==> src/rtl/event_debouncer_pkg.sv <==
// Shared types and helpers for the event debouncer FSM.
package debounce_pkg;

  typedef enum logic [1:0] {
    S_LOW       = 2'd0,
    S_QUAL_HIGH = 2'd1,
    S_HIGH      = 2'd2,
    S_QUAL_LOW  = 2'd3
  } debounce_state_t;

  // Committed level implied by a state: qualifying-low still reports high.
  function automatic logic state_is_high(input debounce_state_t st);
    return (st == S_HIGH) || (st == S_QUAL_LOW);
  endfunction

  function automatic logic state_is_qual(input debounce_state_t st);
    return (st == S_QUAL_HIGH) || (st == S_QUAL_LOW);
  endfunction

endpackage

==> src/rtl/event_debouncer_if.sv <==
// Raw event input, qualification enable and the conditioned level/edge outputs.
interface event_debouncer_if;

  logic i_raw;
  logic i_enable;
  logic o_level;
  logic o_rise;
  logic o_fall;
  logic o_busy;

  modport master (
    output i_raw,
    output i_enable,
    input  o_level,
    input  o_rise,
    input  o_fall,
    input  o_busy
  );

  modport slave (
    input  i_raw,
    input  i_enable,
    output o_level,
    output o_rise,
    output o_fall,
    output o_busy
  );

endinterface

==> src/rtl/event_debouncer_sync_ff.sv <==
// Generic n-flop synchroniser with synchronous active-low reset.
module sync_ff #(
  parameter int unsigned STAGES    = 2,
  parameter bit          RESET_VAL = 1'b0
) (
  input  logic i_clk,
  input  logic i_rst_n,
  input  logic i_d,
  output logic o_q
);

  logic [STAGES-1:0] chain_q;

  always_ff @(posedge i_clk) begin
    if (!i_rst_n) begin
      chain_q <= {STAGES{RESET_VAL}};
    end else begin
      chain_q <= {chain_q[STAGES-2:0], i_d};
    end
  end

  assign o_q = chain_q[STAGES-1];

endmodule

==> src/rtl/event_debouncer.sv <==
// Synchronises and debounces one raw event input into a clean level plus rise/fall strobes.
module event_debouncer
  import debounce_pkg::*;
#(
  parameter int unsigned SYNC_STAGES     = 2,
  parameter int unsigned DEBOUNCE_CYCLES = 1000
) (
  input  logic               i_clk,
  input  logic               i_rst_n,
  event_debouncer_if.slave   bus
);

  localparam int unsigned CNT_WIDTH = $clog2(DEBOUNCE_CYCLES + 1);
  localparam bit          ONE_SHOT  = (DEBOUNCE_CYCLES == 1);
  localparam logic [CNT_WIDTH-1:0] CNT_ONE  = CNT_WIDTH'(1);
  localparam logic [CNT_WIDTH-1:0] CNT_LAST = CNT_WIDTH'(DEBOUNCE_CYCLES - 1);

  logic s;

  sync_ff #(
    .STAGES    (SYNC_STAGES),
    .RESET_VAL (1'b0)
  ) u_sync (
    .i_clk   (i_clk),
    .i_rst_n (i_rst_n),
    .i_d     (bus.i_raw),
    .o_q     (s)
  );

  debounce_state_t        state_q, state_d;
  logic [CNT_WIDTH-1:0]   cnt_q, cnt_d;
  logic                   rise_d, fall_d;
  logic                   level_q, rise_q, fall_q, busy_q;

  // State register plus outputs registered from the next state.
  always_ff @(posedge i_clk) begin
    if (!i_rst_n) begin
      state_q <= S_LOW;
      cnt_q   <= '0;
      level_q <= 1'b0;
      rise_q  <= 1'b0;
      fall_q  <= 1'b0;
      busy_q  <= 1'b0;
    end else begin
      state_q <= state_d;
      cnt_q   <= cnt_d;
      level_q <= state_is_high(state_d);
      rise_q  <= rise_d;
      fall_q  <= fall_d;
      busy_q  <= state_is_qual(state_d);
    end
  end

  // Next-state: a candidate commits only after DEBOUNCE_CYCLES unbroken agreeing samples.
  always_comb begin
    state_d = state_q;
    cnt_d   = cnt_q;
    rise_d  = 1'b0;
    fall_d  = 1'b0;
    unique case (state_q)
      S_LOW: begin
        if (bus.i_enable && s) begin
          if (ONE_SHOT) begin
            state_d = S_HIGH;
            rise_d  = 1'b1;
          end else begin
            state_d = S_QUAL_HIGH;
            cnt_d   = CNT_ONE;
          end
        end
      end
      S_QUAL_HIGH: begin
        if (!bus.i_enable || !s) begin
          state_d = S_LOW;
          cnt_d   = '0;
        end else if (cnt_q == CNT_LAST) begin
          state_d = S_HIGH;
          cnt_d   = '0;
          rise_d  = 1'b1;
        end else begin
          cnt_d = cnt_q + CNT_ONE;
        end
      end
      S_HIGH: begin
        if (bus.i_enable && !s) begin
          if (ONE_SHOT) begin
            state_d = S_LOW;
            fall_d  = 1'b1;
          end else begin
            state_d = S_QUAL_LOW;
            cnt_d   = CNT_ONE;
          end
        end
      end
      S_QUAL_LOW: begin
        if (!bus.i_enable || s) begin
          state_d = S_HIGH;
          cnt_d   = '0;
        end else if (cnt_q == CNT_LAST) begin
          state_d = S_LOW;
          cnt_d   = '0;
          fall_d  = 1'b1;
        end else begin
          cnt_d = cnt_q + CNT_ONE;
        end
      end
    endcase
  end

  assign bus.o_level = level_q;
  assign bus.o_rise  = rise_q;
  assign bus.o_fall  = fall_q;
  assign bus.o_busy  = busy_q;

endmodule
==> src/flat_wrapper.sv <==
// flat-port wrapper written by rule: the top's interface ports become plain ports
module event_debouncer_flat import debounce_pkg::*;
#(
  parameter int unsigned SYNC_STAGES     = 2,
  parameter int unsigned DEBOUNCE_CYCLES = 1000
)
  (i_clk, i_rst_n, bus_i_raw, bus_i_enable, bus_o_level, bus_o_rise, bus_o_fall, bus_o_busy);
  event_debouncer_if bus_i ();
  input  logic i_clk;
  input  logic i_rst_n;
  input wire logic [$bits(bus_i.i_raw)-1:0] bus_i_raw;
  input wire logic [$bits(bus_i.i_enable)-1:0] bus_i_enable;
  output wire logic [$bits(bus_i.o_level)-1:0] bus_o_level;
  output wire logic [$bits(bus_i.o_rise)-1:0] bus_o_rise;
  output wire logic [$bits(bus_i.o_fall)-1:0] bus_o_fall;
  output wire logic [$bits(bus_i.o_busy)-1:0] bus_o_busy;
  assign bus_i.i_raw = bus_i_raw;
  assign bus_i.i_enable = bus_i_enable;
  assign bus_o_level = bus_i.o_level;
  assign bus_o_rise = bus_i.o_rise;
  assign bus_o_fall = bus_i.o_fall;
  assign bus_o_busy = bus_i.o_busy;
  event_debouncer #(.SYNC_STAGES(SYNC_STAGES), .DEBOUNCE_CYCLES(DEBOUNCE_CYCLES)) u_core (.i_clk(i_clk), .i_rst_n(i_rst_n), .bus(bus_i));
endmodule
==> config.mk <==
export PLATFORM = sky130hd
export DESIGN_NAME = event_debouncer_flat
export DESIGN_NICKNAME = d
export VERILOG_FILES = /design/src/rtl/event_debouncer_pkg.sv /design/src/rtl/event_debouncer_if.sv /design/src/rtl/event_debouncer_sync_ff.sv /design/src/rtl/event_debouncer.sv /design/src/flat_wrapper.sv
export SDC_FILE = /design/constraint.sdc
export NUM_CORES = 1
export LEC_CHECK = 0
export BUFFER_PORTS_ARGS = -buffer_cell sky130_fd_sc_hd__buf_2
export CORE_MARGIN = 2
export CORE_UTILIZATION = 49
export DETAILED_ROUTE_END_ITERATION = 16
export PLACE_DENSITY = 0.73
export SKIP_LAST_GASP = 1
export SYNTH_ARGS = -nofsm -noshare
export SYNTH_HDL_FRONTEND = slang
export SYNTH_SLANG_ARGS = --single-unit
==> constraint.sdc <==
create_clock -name i_clk -period 1.6 [get_ports i_clk]
set_clock_uncertainty 0.1 [all_clocks]
set_input_delay 0.24 -clock i_clk [delete_from_list [all_inputs] [get_ports i_clk]]
set_output_delay 0.24 -clock i_clk [all_outputs]
set_load 0.05 [all_outputs]
**Word level (Yosys, flattened, before mapping)**

Cells that the tools add are included.

- Register bits: 18
- Input bits: 4
- Output and inout port bits: 4
- Word-level logic and storage cells: 46

- Add/subtract/negate cells: 1
- Equality and inequality tests: 9
- Muxes and demuxes: 14
- Bitwise logic cells: 3
- Reductions and logical operators: 12

Operators by type and width:

| operator | count |
|---|---|
| $mux W10 | 5 |
| $pmux W10 S4 | 1 |
| $mux W2 | 6 |
| $add A10 B1 Y10 const B | 1 |
| $eq A10 B10 Y1 const B | 1 |
| $eq A2 B2 Y1 const B | 4 |
| $pmux W2 S4 | 1 |
| $reduce_or A3 Y1 | 2 |
| $eq A2 B1 Y1 const B | 2 |
| $logic_or A1 B1 Y1 | 4 |
| $ne A2 B1 Y1 const B | 2 |
| $not A1 Y1 | 3 |
| $logic_and A1 B1 Y1 | 2 |
| $logic_not A1 Y1 | 2 |
| $logic_not A2 Y1 | 1 |
| $reduce_and A2 Y1 | 1 |
| $mux W1 | 1 |

**Longest topological paths before layout**

Gate-level depths: netlist (run 1).

- Depth in word-level cells: 6
- Mapped depth: 5
- Mapped depth without buffers: 5

**By module**

Synthesis (run 1) repeated with hierarchy kept, for this count alone.

- Cell total of the unflattened synthesis: 82
- Area, all modules: 819.5 um^2

By module, submodules not included:

| module | instances | cells each | area an instance (um^2) | seq. area each (um^2) |
|---|---|---|---|---|
| event_debouncer | 1 | 78 | 767.0 | 300.3 |
| sync_ff | 1 | 4 | 52.6 | 40.0 |

**Worst setup path after synthesis (run 1)**

No wires, ideal clock.

- Kind: reg2reg
- Start point: reg u_core.bus.o_busy (netlist name)
- End point: reg u_core.cnt_q[7]
- Library setup time: 0.086 ns
- Data arrival time: 1.639 ns
- Data required time: 1.414 ns
- Setup slack: -0.224 ns
- Cell stages (with the launch flop): 5
- Buffers on the path: 1
- Period minus slack after synthesis: 1.824 ns
- Cell sequence: dfxtp_1 buf_2 a21oi_2 or4_1 a211oi_1

RTL lines:

| element | line | source |
|---|---|---|
| end signal, assigned | event_debouncer.sv:46 | `cnt_q <= cnt_d;` |
| end, declared | event_debouncer.sv:31 | `logic [CNT_WIDTH-1:0] cnt_q, cnt_d;` |

**Worst setup path after layout (run 1)**

- Start point: reg u_core.cnt_q[4]
- End point: reg u_core.cnt_q[7]

- Cells in the longest elaborated chain, start to end: 4
- Elaborated cells on any way between the ends: 6
- Classes of those cells: 1 x add/sub; 1 x eq/ne; 4 x mux

Ends and longest elaborated chain:

| element | line | source |
|---|---|---|
| $add A10 B1 Y10 or $eq A10 B10 Y1 (tied branches) | n/a |  |
| $mux W10 (*) | event_debouncer.sv:76, event_debouncer.sv:99 |  |
| $mux W10, on equally long branches | event_debouncer.sv:96, event_debouncer.sv:73 |  |
| $pmux W10 S4 (*) | event_debouncer.sv:60 | `unique case (state_q)` |

Every way passes the cells marked *; elsewhere a longest branch is shown, timed or not.
A chain may end at the register's enable or synchronous reset.

==> results.txt, run 1 <==
gr ovfl total -> 0
layout cells sized above 1 -> 42.5%
Die Area -> 1940 µm²
Final Critical Period -> 1.58 ns
hold path cells -> 2
dpl cells -> 117
pin count of the biggest net entering global routing -> 12
synth warn -> 0
Avg Inst Size Synth -> 9.12 µm²
nets -> 112
total power -> 0.710 mW
row count -> 14
Crit path max-delay family -> simple AND/OR/NAND/NOR gates
EDFF count, synth -> 0
Post-Syn Nets -> 91
synthesized area -> 785 µm²
Core ar. -> 1510 µm²
flop2flop setup slack -> 0.02 ns
cts bufs inserted -> 3
slew margin rel. -> 81.7%
sequential power share -> 60.1%
ys async rst share -> 0%
Reg clk slew, reported paths -> 0.10 ns
Comb power frac -> 6.8%
Die H -> 44.0 µm
Crit path buffers/inverters -> 0
via count -> 739
fmax -> 0.633 GHz
Pint -> 0.541 mW
vias in the first global route -> 650
worst skew pair latency -> 0.30 ns
Placement Setup Slack -> -0.0220 ns
hold endpoint -> u_core.u_sync.chain_q[0]$_SDFF_PN0_
starting DRC count in detailed routing -> 20
fin crit share -> 98.8%
crit path kind -> reg -> reg
# port buffers -> 7
CP endpoint kind -> flip-flop
total routed wirelength -> 1860 µm
Main synth FF type -> dfxtp_1
wire per inst -> 15.3 µm
worst path arrival time -> 1.71 ns
initial antenna violation count -> 0
post-synth cell types -> 30
Max IR drop VDD -> 0.567 mV
clk buf depth -> 2
setup violators final -> 0
number of diodes -> 0
first-pass GRT wire length -> 2930 µm
flops & latches, synth -> 17
vias per inst -> 6.06
Hold Crit Start -> bus_i_raw
Critical Path Slowest Stage Cell -> or4_4
Sink Count -> 17
H-tree depth -> 1
Clk pwr share -> 33.1%
Startpoint Class -> flip-flop
Chip Width -> 44.0 µm
Slew Limit Fails -> 0
synthesized instance count -> 86
Sw Pwr -> 0.169 mW
Crit Path Max Fanout -> 6
Setup WS post-layout -> 0.0190 ns
Lkg Pwr -> 0.384 nW
Worst Hold Class -> in -> reg
Overall Global Routing Usage -> 22.1%
remaining antenna violation count -> 0
Slew @ Worst Pin -> 0.273 ns
Cell Pwr Density -> 681 nW/µm²
Starting Density -> 52.1%
routability cong. -> 0.855
run status -> complete, no violations
r2r endpoint -> u_core.cnt_q[7]$_SDFFE_PN0P_
DRT Pass-1 Iters -> 4
hold_buf cts -> 0
unrepaired setup endpoints after global routing -> yes
CP Data Required Time -> 1.73 ns
DP Wirelength -> 1240 µm
Seq/Total Area, Yosys -> 43.4%
Max Cap Violations -> 0
IO Count -> 8
R2R Path Start -> u_core.cnt_q[4]$_SDFFE_PN0P_
CTS tree -> yes
DR DRC count -> 0
worst-path cell chain -> and3_1 > nand3_1 > or4_4 > a211oi_2
Post-Layout Cell Count -> 122
Fillers -> 124
slowest stage delay, CP -> 0.47 ns
Clk Tree Root Cell -> clkbuf_4
r2r worst-path depth -> 4
Switching Fraction -> 23.8%
final hold viol count -> 0
area delta synth->final -> 32.9%
Yosys cell counts, types with 2 or more instances:
cell type	count	area, µm²
dfxtp_1	17	340
a211oi_1	6	45.0
a21oi_1	6	30.0
nand3_1	5	25.0
nand4_1	5	31.3
o21ai_0	5	25.0
or3_1	4	25.0
and3_1	3	18.8
and4_1	3	26.3
nand2_1	3	11.3
nor3_1	3	15.0
and2_1	2	12.5
buf_2	2	10.0
inv_1	2	7.51
nor2b_1	2	12.5
nor3b_1	2	15.0
o31ai_1	2	15.0
or4_1	2	15.0
worst max path at each step:
stage	slack (ns)	end	depth (start not counted)	start
after floorplan	0.01	u_core.cnt_q[7]$_SDFFE_PN0P_	4	u_core.u_sync.chain_q[1]$_SDFF_PN0_
after global placement	0.03	u_core.cnt_q[3]$_SDFFE_PN0P_	5	u_core.state_q[1]$_SDFF_PN0_
after detailed placement	-0.02	u_core.cnt_q[3]$_SDFFE_PN0P_	5	u_core.state_q[1]$_SDFF_PN0_
after CTS	0.005	u_core.cnt_q[9]$_SDFFE_PN0P_	4	u_core.state_q[1]$_SDFF_PN0_
after global routing	-0.05	u_core.cnt_q[5]$_SDFFE_PN0P_	4	u_core.cnt_q[7]$_SDFFE_PN0P_
final	0.02	u_core.cnt_q[7]$_SDFFE_PN0P_	4	u_core.cnt_q[4]$_SDFFE_PN0P_
layout by cell type (no fill, tap or decap), drive strengths merged, types with 4 or more instances in the layout:
cell type | synthesis | routed
a21oi | 7 | 7
nand3 | 5 | 5
a211oi | 6 | 6
o21ai | 5 | 5
or3 | 4 | 4
dfxtp | 17 | 17
nand4 | 5 | 5
buf | 2 | 20
clkbuf | 2 | 4
cell families (layout without fill, tap and decap cells):
group	Yosys count	after routing	share of synthesized area (%)
xor+xnor	1	1	2.07
flops	17	17	43.4
compound gates	25	25	20.7
mux	1	1	1.28
simple gates	35	35	27.6
fa+ha+maj	1	1	1.59
buf+inv	6	26	3.35
metrics by stage:
stage | setup TNS, ns | utilization, % | hold slack, ns | cell area [µm²]
after global placement | 0 | 60.7 | 0.317 | 915
after floorplan | 0 | - | 0.262 | 788
final | 0 | 69.2 | 0.0379 | 1040
after global routing | -0.126 | 69.2 | 0.0304 | 1040
after detailed placement | -0.0370 | 60.7 | 0.332 | 915
after CTS | 0 | 64.1 | 0.0311 | 966
metal layers:
metal  global-route usage, %  up-vias  wire length [µm]
li1                        -      375                 -
met1                    26.7      346               799
met2                    32.4       13               930
met3                    8.57        5                79
met4                    14.5        0                54
met5                       0        -                 0
what timing repair did:
item / CTS / global route
gates resized for setup: 7 / 19
pin swaps: 0 / 7
setup endpoints to repair: 5 / 10
setup buffers: 1 / 0
registers in the layout (all words and copies together), names as in the netlist:
signal and count:
u_core.bus.o_busy 1, u_core.u_sync.chain_q 2, u_core.bus.o_rise 1, u_core.cnt_q 10, u_core.state_q 1, u_core.bus.o_level 1
u_core.bus.o_fall 1
layout make-up:
type / count / area [µm²] / share of cell area (%)
Inverter: 2 / 7.51 / 0.720
Tap cell: 16 / 20.0 / 1.92
Clock buffer: 4 / 26.3 / 2.52
Timing Repair Buffer: 20 / 136 / 13.1
Multi-Input combinational cell: 63 / 494 / 47.4
Sequential cell: 17 / 358 / 34.3
power by group through the flow:
| stage | registers, mW | clock network, mW | logic [mW] |
|---|---|---|---|
| floorplan | 0.439 | 0 | 0.0206 |
| global placement | 0.438 | 0 | 0.0420 |
| detailed placement | 0.438 | 0 | 0.0424 |
| CTS | 0.427 | 0.247 | 0.0433 |
| global route | 0.427 | 0.265 | 0.0535 |
| finish | 0.427 | 0.235 | 0.0485 |
Power figures use the tool's default switching activity.
==> run 2: changes to the inputs <==
--- a/config.mk
+++ b/config.mk
@@ -13,2 +13,3 @@
 export SKIP_LAST_GASP = 1
+export SLEW_MARGIN = 20
 export SYNTH_ARGS = -nofsm -noshare
--- a/constraint.sdc
+++ b/constraint.sdc
@@ -4,2 +4,2 @@
 set_output_delay 0.24 -clock i_clk [all_outputs]
-set_load 0.05 [all_outputs]
+set_load 0.1 [all_outputs]
==> run 2 against run 1 <==
Compared with the run above: count of clock-buffer cells in the layout decreased by 1; power increased by 2.4%; core utilization increased by 9.5 points; global-route usage increased by 0.41 points; critical path type unchanged; critical endpoint is now u_core.cnt_q[8]$_SDFFE_PN0P_; largest power group unchanged; highest routed layer unchanged.
==> results.txt, run 2 (same netlist as run 1, synthesis figures left out) <==
Slew @ Worst Pin -> 0.492 ns (was 0.273 ns)
crit path kind -> reg -> reg (unchanged)
Max Cap Violations -> 0 (unchanged)
H-tree depth -> 1 (unchanged)
total power -> 0.727 mW (was 0.710 mW)
via count -> 880 (was 739)
DRT Pass-1 Iters -> 4 (unchanged)
Worst Hold Class -> in -> reg (unchanged)
worst skew pair latency -> 0.30 ns (about the same)
IO Count -> 8 (unchanged)
routability cong. -> 0.856 (was 0.855)
run status -> complete, no violations (unchanged)
Startpoint Class -> flip-flop (unchanged)
number of diodes -> 0 (unchanged)
largest reg by FF count -> u_core.cnt_q (unchanged)
row count -> 14 (unchanged)
# port buffers -> 7 (unchanged)
worst path arrival time -> 1.73 ns (was 1.71 ns)
Clk pwr share -> 33.8% (was 33.1%)
starting DRC count in detailed routing -> 27 (was 20)
pin count of the biggest net entering global routing -> 12 (unchanged)
Die Area -> 1940 µm² (unchanged)
Chip Width -> 44.0 µm (unchanged)
area delta synth->final -> 51.0% (was 32.9%)
Final Critical Period -> 1.59 ns (was 1.58 ns)
slowest stage delay, CP -> 0.38 ns (was 0.47 ns)
Lkg Pwr -> 0.453 nW (was 0.384 nW)
first-pass GRT wire length -> 3080 µm (was 2930 µm)
layout cells sized above 1 -> 52.9% (was 42.5%)
Crit Path Max Fanout -> 3 (was 6)
final hold viol count -> 0 (unchanged)
final setup TNS -> 0 ns (unchanged)
Sw Pwr -> 0.193 mW (was 0.169 mW)
hold_ws -> 0.0472 ns (was 0.0379 ns)
DP Wirelength -> 1290 µm (was 1240 µm)
Critical Path Slowest Stage Cell -> dfxtp_2 (was or4_4)
max reg flops -> 10 (unchanged)
cts bufs inserted -> 3 (unchanged)
Crit path max-delay family -> simple AND/OR/NAND/NOR gates (unchanged)
Pint -> 0.535 mW (was 0.541 mW)
Reg clk slew, reported paths -> 0.11 ns (was 0.10 ns)
hold endpoint -> u_core.u_sync.chain_q[0]$_SDFF_PN0_ (unchanged)
flop2flop setup slack -> 0.007 ns (was 0.02 ns)
fin crit share -> 99.6% (was 98.8%)
remaining antenna violation count -> 0 (unchanged)
design area -> 1180 µm² (was 1040 µm²)
Core ar. -> 1510 µm² (unchanged)
setup violators final -> 0 (unchanged)
Hold Crit Start -> bus_i_raw (unchanged)
CP endpoint kind -> flip-flop (unchanged)
CTS tree -> yes (unchanged)
Placement Setup Slack -> -0.0842 ns (was -0.0220 ns)
Overall Global Routing Usage -> 22.5% (was 22.1%)
Crit path buffers/inverters -> 0 (unchanged)
Setup WS post-layout -> 0.00658 ns (was 0.0190 ns)
most frequent cells in the layout -> buf_4, dfxtp_1, buf_2 (unchanged)
dpl cell area -> 945 µm² (was 915 µm²)
r2r endpoint -> u_core.cnt_q[8]$_SDFFE_PN0P_ (was u_core.cnt_q[7]$_SDFFE_PN0P_)
slew margin rel. -> 67.4% (was 81.7%)
R2R Path Start -> u_core.cnt_q[0]$_SDFFE_PN0P_ (was u_core.cnt_q[4]$_SDFFE_PN0P_)
CP Data Required Time -> 1.73 ns (about the same)
Cell Pwr Density -> 614 nW/µm² (was 681 nW/µm²)
vias in the first global route -> 672 (was 650)
gr ovfl total -> 0 (unchanged)
Clk Tree Root Cell -> clkbuf_4 (unchanged)
worst-path cell chain -> ha_4 > and4_4 > nand4_1 > or3_1 > a211oi_2 (was and3_1 > nand3_1 > or4_4 > a211oi_2)
r2r worst-path depth -> 5 (was 4)
hold path cells -> 2 (unchanged)
Sink Count -> 17 (unchanged)
DR DRC count -> 0 (unchanged)
nets -> 125 (was 112)
Starting Density -> 52.1% (unchanged)
Die H -> 44.0 µm (unchanged)
clk buf depth -> 2 (unchanged)
vias per inst -> 6.52 (was 6.06)
Max IR drop VDD -> 0.560 mV (was 0.567 mV)
total routed wirelength -> 2530 µm (was 1860 µm)
Slew Limit Fails -> 0 (unchanged)
sequential power share -> 58.1% (was 60.1%)
biggest regs -> u_core.cnt_q: 10 flops, u_core.u_sync.chain_q: 2 flops (unchanged)
hold_buf cts -> 0 (unchanged)
commonest non-fill, non-tap cell in the layout -> buf_4 (unchanged)
Comb power frac -> 8.1% (was 6.8%)
fmax -> 0.628 GHz (was 0.633 GHz)
wire per inst -> 18.7 µm (was 15.3 µm)
initial antenna violation count -> 0 (unchanged)
unrepaired setup endpoints after global routing -> yes (unchanged)
Switching Fraction -> 26.5% (was 23.8%)
run 2: power by group through the flow:
| stage | logic [mW] | clock network, mW | registers (mW) |
|---|---|---|---|
| 2_1_floorplan | 0.0211 | 0 | 0.441 |
| 3_3_place_gp | 0.0405 | 0 | 0.438 |
| 3_5_place_dp | 0.0410 | 0 | 0.438 |
| 4_1_cts | 0.0457 | 0.242 | 0.429 |
| 5_1_grt | 0.0614 | 0.263 | 0.423 |
| 6_report | 0.0585 | 0.246 | 0.423 |
run 2: how the worst max path moves through the flow:
stage,from,end,slack [ns],cells past startpoint
after global routing,u_core.cnt_q[0]$_SDFFE_PN0P_,u_core.cnt_q[8]$_SDFFE_PN0P_,-0.06,5
after global placement,u_core.cnt_q[1]$_SDFFE_PN0P_,u_core.cnt_q[1]$_SDFFE_PN0P_,-0.03,5
final,u_core.cnt_q[0]$_SDFFE_PN0P_,u_core.cnt_q[8]$_SDFFE_PN0P_,0.007,5
after CTS,u_core.state_q[1]$_SDFF_PN0_,u_core.cnt_q[7]$_SDFFE_PN0P_,-0.003,4
after detailed placement,u_core.cnt_q[0]$_SDFFE_PN0P_,u_core.cnt_q[1]$_SDFFE_PN0P_,-0.08,5
after floorplan,u_core.bus.o_busy$_SDFF_PN0_,u_core.cnt_q[7]$_SDFFE_PN0P_,0.002,4
run 2: per-layer routing:
layer  vias up  share of wire (%)  GRT usage, %
met3         9                4.8          3.67
met4         0                3.2          16.4
met1       434                 44          30.0
met5         -                  0             0
met2        40                 48          32.6
li1        397                  -             -
run 2: worst register-to-register path, delay by kind of cell (launching register included):
kind,cells,cell delay [ns]
and+or+nand+nor,3,0.72
DFF,1,0.38
AOI/OAI and AO/OA,1,0.17
adders and majority gates,1,0.15
run 2: layout make-up:
cell class,instances,area [µm²]
clock buffer,3,22.5
sequential,17,365
timing repair buffer,33,234
tap,16,20.0
multi-input combinational,63,531
inverter,2,7.51
fill,92,322
clock inverter,1,5.00
run 2: per-stage QoR:
stage                     util [%]  cells
after CTS                     66.9    126
after global placement        62.7    121
after floorplan                  -     86
final                         78.7    135
after detailed placement      62.7    121
after global routing          78.7    135
run 2: timing repair:
item / CTS / global route
gates cloned: 0 / 0
pin swaps: 3 / 17
setup buffers: 1 / 9
endpoints found under the hold margin: 0 / 0
resized for setup: 7 / 29
endpoints found under the setup margin: 7 / 11
==> run 3: changes to the inputs <==
- ABC_AREA: unset -> 1
- CORE_UTILIZATION: 49 -> 50
- PLACE_DENSITY: 0.73 -> 0.74
==> run 3 against run 2 <==
Compared with the run above: sequential share of layout area up 4.3 points; clock power fell by 7%; synthesized area is 12% higher; setup slack improved by 0.12 ns; critical path depth fell by 4; power is 1.0% lower; final area down 17%; synthesized cell count increased by 48%; sequential power is 2% higher; worst hold slack got worse by 0.024 ns.
==> results.txt, run 3 <==
max reg flops -> 10 (unchanged)
leading area contributor after synthesis -> dfxtp_1 (unchanged)
total power -> 0.720 mW (was 0.727 mW)
vias in the first global route -> 699 (was 672)
Cell Pwr Density -> 730 nW/µm² (was 614 nW/µm²)
Die Area -> 2100 µm² (was 1940 µm²)
Avg Inst Size Synth -> 6.91 µm² (was 9.12 µm²)
post-synth cell types -> 23 (was 30)
Critical Path Slowest Stage Cell -> buf_2 (was dfxtp_2)
Startpoint Class -> flip-flop (unchanged)
run status -> complete, no violations (unchanged)
Starting Density -> 51.9% (was 52.1%)
final setup TNS -> 0 ns (unchanged)
Crit path max-delay family -> buffers and inverters (was simple AND/OR/NAND/NOR gates)
Placement Setup Slack -> 0.0378 ns (was -0.0842 ns)
hold_ws -> 0.0234 ns (was 0.0472 ns)
worst skew pair latency -> 0.29 ns (was 0.30 ns)
CP Depth -> 1 (was 5)
Worst Hold Class -> in -> reg (unchanged)
DP Wirelength -> 1300 µm (was 1290 µm)
Post-Syn Nets -> 132 (was 91)
dpl cells -> 150 (was 121)
area delta synth->final -> 12.4% (was 51.0%)
H-tree depth -> 1 (unchanged)
worst-path cell chain -> buf_2 (was ha_4 > and4_4 > nand4_1 > or3_1 > a211oi_2)
clk buf depth -> 2 (unchanged)
synthesized instance count -> 127 (was 86)
gr ovfl total -> 0 (unchanged)
# port buffers -> 7 (unchanged)
fmax -> 0.680 GHz (was 0.628 GHz)
pin count of the biggest net entering global routing -> 10 (was 12)
Slew Limit Fails -> 0 (unchanged)
Crit path buffers/inverters -> 1 (was 0)
synthesized area -> 877 µm² (was 785 µm²)
IO Count -> 8 (unchanged)
largest reg by FF count -> u_core.cnt_q (unchanged)
vias per inst -> 5.28 (was 6.52)
setup violators final -> 0 (unchanged)
Post-synth top cells -> nand2_1, dfxtp_1, nor2_1 (was dfxtp_1, a211oi_1, a21oi_1)
Reg clk slew, reported paths -> 0.09 ns (was 0.11 ns)
DR DRC count -> 0 (unchanged)
area of the multi-input gates -> 475 µm² (was 531 µm²)
flops & latches, synth -> 17 (unchanged)
r2r worst-path depth -> 7 (was 5)
Clk Tree Root Cell -> clkbuf_4 (unchanged)
Main synth FF type -> dfxtp_1 (unchanged)
synth warn -> 0 (unchanged)
ys async rst share -> 0% (unchanged)
CP Data Required Time -> 1.26 ns (was 1.73 ns)
Core ar. -> 1690 µm² (was 1510 µm²)
total routed wirelength -> 1690 µm (was 2530 µm)
Lkg Pwr -> 0.409 nW (was 0.453 nW)
routability cong. -> 0.868 (was 0.856)
slew margin rel. -> 67.8% (was 67.4%)
initial antenna violation count -> 0 (unchanged)
DRT Pass-1 Iters -> 4 (unchanged)
Final Critical Period -> 1.47 ns (was 1.59 ns)
most frequent cells in the layout -> nand2_1, inv_1, nor2_1 (was buf_4, dfxtp_1, buf_2)
Max IR drop VDD -> 0.432 mV (was 0.560 mV)
final hold viol count -> 0 (unchanged)
layout cells sized above 1 -> 25.4% (was 52.9%)
CP endpoint kind -> output pin (was flip-flop)
cts bufs inserted -> 3 (unchanged)
Slew @ Worst Pin -> 0.487 ns (was 0.492 ns)
post-synth top area share -> 38.8% (was 43.4%)
slowest stage delay, CP -> 0.44 ns (was 0.38 ns)
Sink Count -> 17 (unchanged)
first-pass GRT wire length -> 2930 µm (was 3080 µm)
top-count cell post-synth -> nand2_1 (was dfxtp_1)
main area contributors after synthesis -> dfxtp_1, nand2_1, nor2_1, inv_1, nand3_1 (was dfxtp_1, a211oi_1, nand4_1, a21oi_1, and4_1)
Fillers -> 162 (was 92)
fin util -> 58.4% (was 78.7%)
number of diodes -> 0 (unchanged)
FF/Latch Area -> 347 µm² (was 365 µm²)
CTS tree -> yes (unchanged)
Post-Layout Cell Count -> 155 (was 135)
unrepaired setup endpoints after global routing -> no (was yes)
remaining antenna violation count -> 0 (unchanged)
Seq/Total Area, Yosys -> 38.8% (was 43.4%)
Setup WS post-layout -> 0.128 ns (was 0.00658 ns)
crit path kind -> reg -> out (was reg -> reg)
via count -> 818 (was 880)
EDFF count, synth -> 0 (unchanged)
biggest regs -> u_core.cnt_q: 10 flops, u_core.u_sync.chain_q: 2 flops (unchanged)
Crit Path Max Fanout -> 8 (was 3)
hold path cells -> 3 (was 2)
wire per inst -> 10.9 µm (was 18.7 µm)
design area -> 986 µm² (was 1180 µm²)
dpl cell area -> 932 µm² (was 945 µm²)
fin crit share -> 92.0% (was 99.6%)
starting DRC count in detailed routing -> 24 (was 27)
Overall Global Routing Usage -> 19.4% (was 22.5%)
Die H -> 45.9 µm (was 44.0 µm)
nets -> 144 (was 125)
worst path arrival time -> 1.13 ns (was 1.73 ns)
Max Cap Violations -> 0 (unchanged)
commonest non-fill, non-tap cell in the layout -> nand2_1 (was buf_4)
row count -> 15 (was 14)
Chip Width -> 45.9 µm (was 44.0 µm)
-- run 3: cell types whose count changed after synthesis, moves of 3 or more --
cell / delta
nor2_1: +17
nand2_2: +7
nand2_1: +22
a211oi_1: -5
nand3_1: +6
and3_1: -3
or3_1: -4
and4_1: -3
nand4_1: -3
inv_1: +14
-- run 3: kinds of logic (layout without fill, tap and decap cells) --
logic type | after synthesis | after routing | synth area share (%)
AOI/OAI and AO/OA | 16 | 16 | 10.4
xor gates and xnor gates | 1 | 1 | 0.999
adders and majority gates | 1 | 1 | 1.43
buffers and inverters | 20 | 31 | 8.99
DFF | 17 | 17 | 38.8
and+or+nand+nor | 72 | 72 | 39.4
-- run 3: path summary, 6_finish.rpt --
check                                       from                                  end  slack, ns
max                 u_core.bus.o_busy$_SDFF_PN0_                           bus_o_busy       0.13
min                                    bus_i_raw  u_core.u_sync.chain_q[0]$_SDFF_PN0_       0.02
max reg2reg         u_core.cnt_q[1]$_SDFFE_PN0P_         u_core.cnt_q[8]$_SDFFE_PN0P_       0.15
min reg2reg  u_core.u_sync.chain_q[0]$_SDFF_PN0_  u_core.u_sync.chain_q[1]$_SDFF_PN0_       0.33
-- run 3: report_power, final --
part,switching [mW],total (mW),internal [mW]
clock,0.132,0.229,0.0972
sequential,0.00390,0.431,0.427
combinational,0.0421,0.0595,0.0174
-- run 3: area by class of cell --
cell class | instances | area share, %
Tap cell | 17 | 2.16
Clock buffer | 4 | 2.66
Inverter | 19 | 7.49
Timing Repair Buffer | 8 | 4.31
Multi-Input combinational cell | 90 | 48.2
Sequential cell | 17 | 35.2
-- run 3: worst reg2reg max path: stages, from the launching register on --
cell and delay (ns):
dfxtp_2 0.35, ha_2 0.18, nand2_2 0.08, nor2_1 0.20, nand2_1 0.10, xor2_1 0.14, a22oi_1 0.14, nor2_1 0.06
-- run 3: layer usage --
| layer | part of all wire (%) | vias up | GRT usage (%) |
|---|---|---|---|
| li1 | - | 434 | - |
| met1 | 50 | 366 | 24.8 |
| met2 | 44 | 13 | 29.7 |
| met3 | 3.3 | 5 | 4.76 |
| met4 | 2.5 | 0 | 10.3 |
| met5 | 0 | - | 0 |
-- run 3: what timing repair did --
| item | in CTS | in global routing |
|---|---|---|
| buffers inserted | 0 | 1 |
| endpoints found under the setup margin | 0 | 10 |
| hold buffers | 0 | 0 |
| gates resized for setup | 0 | 7 |
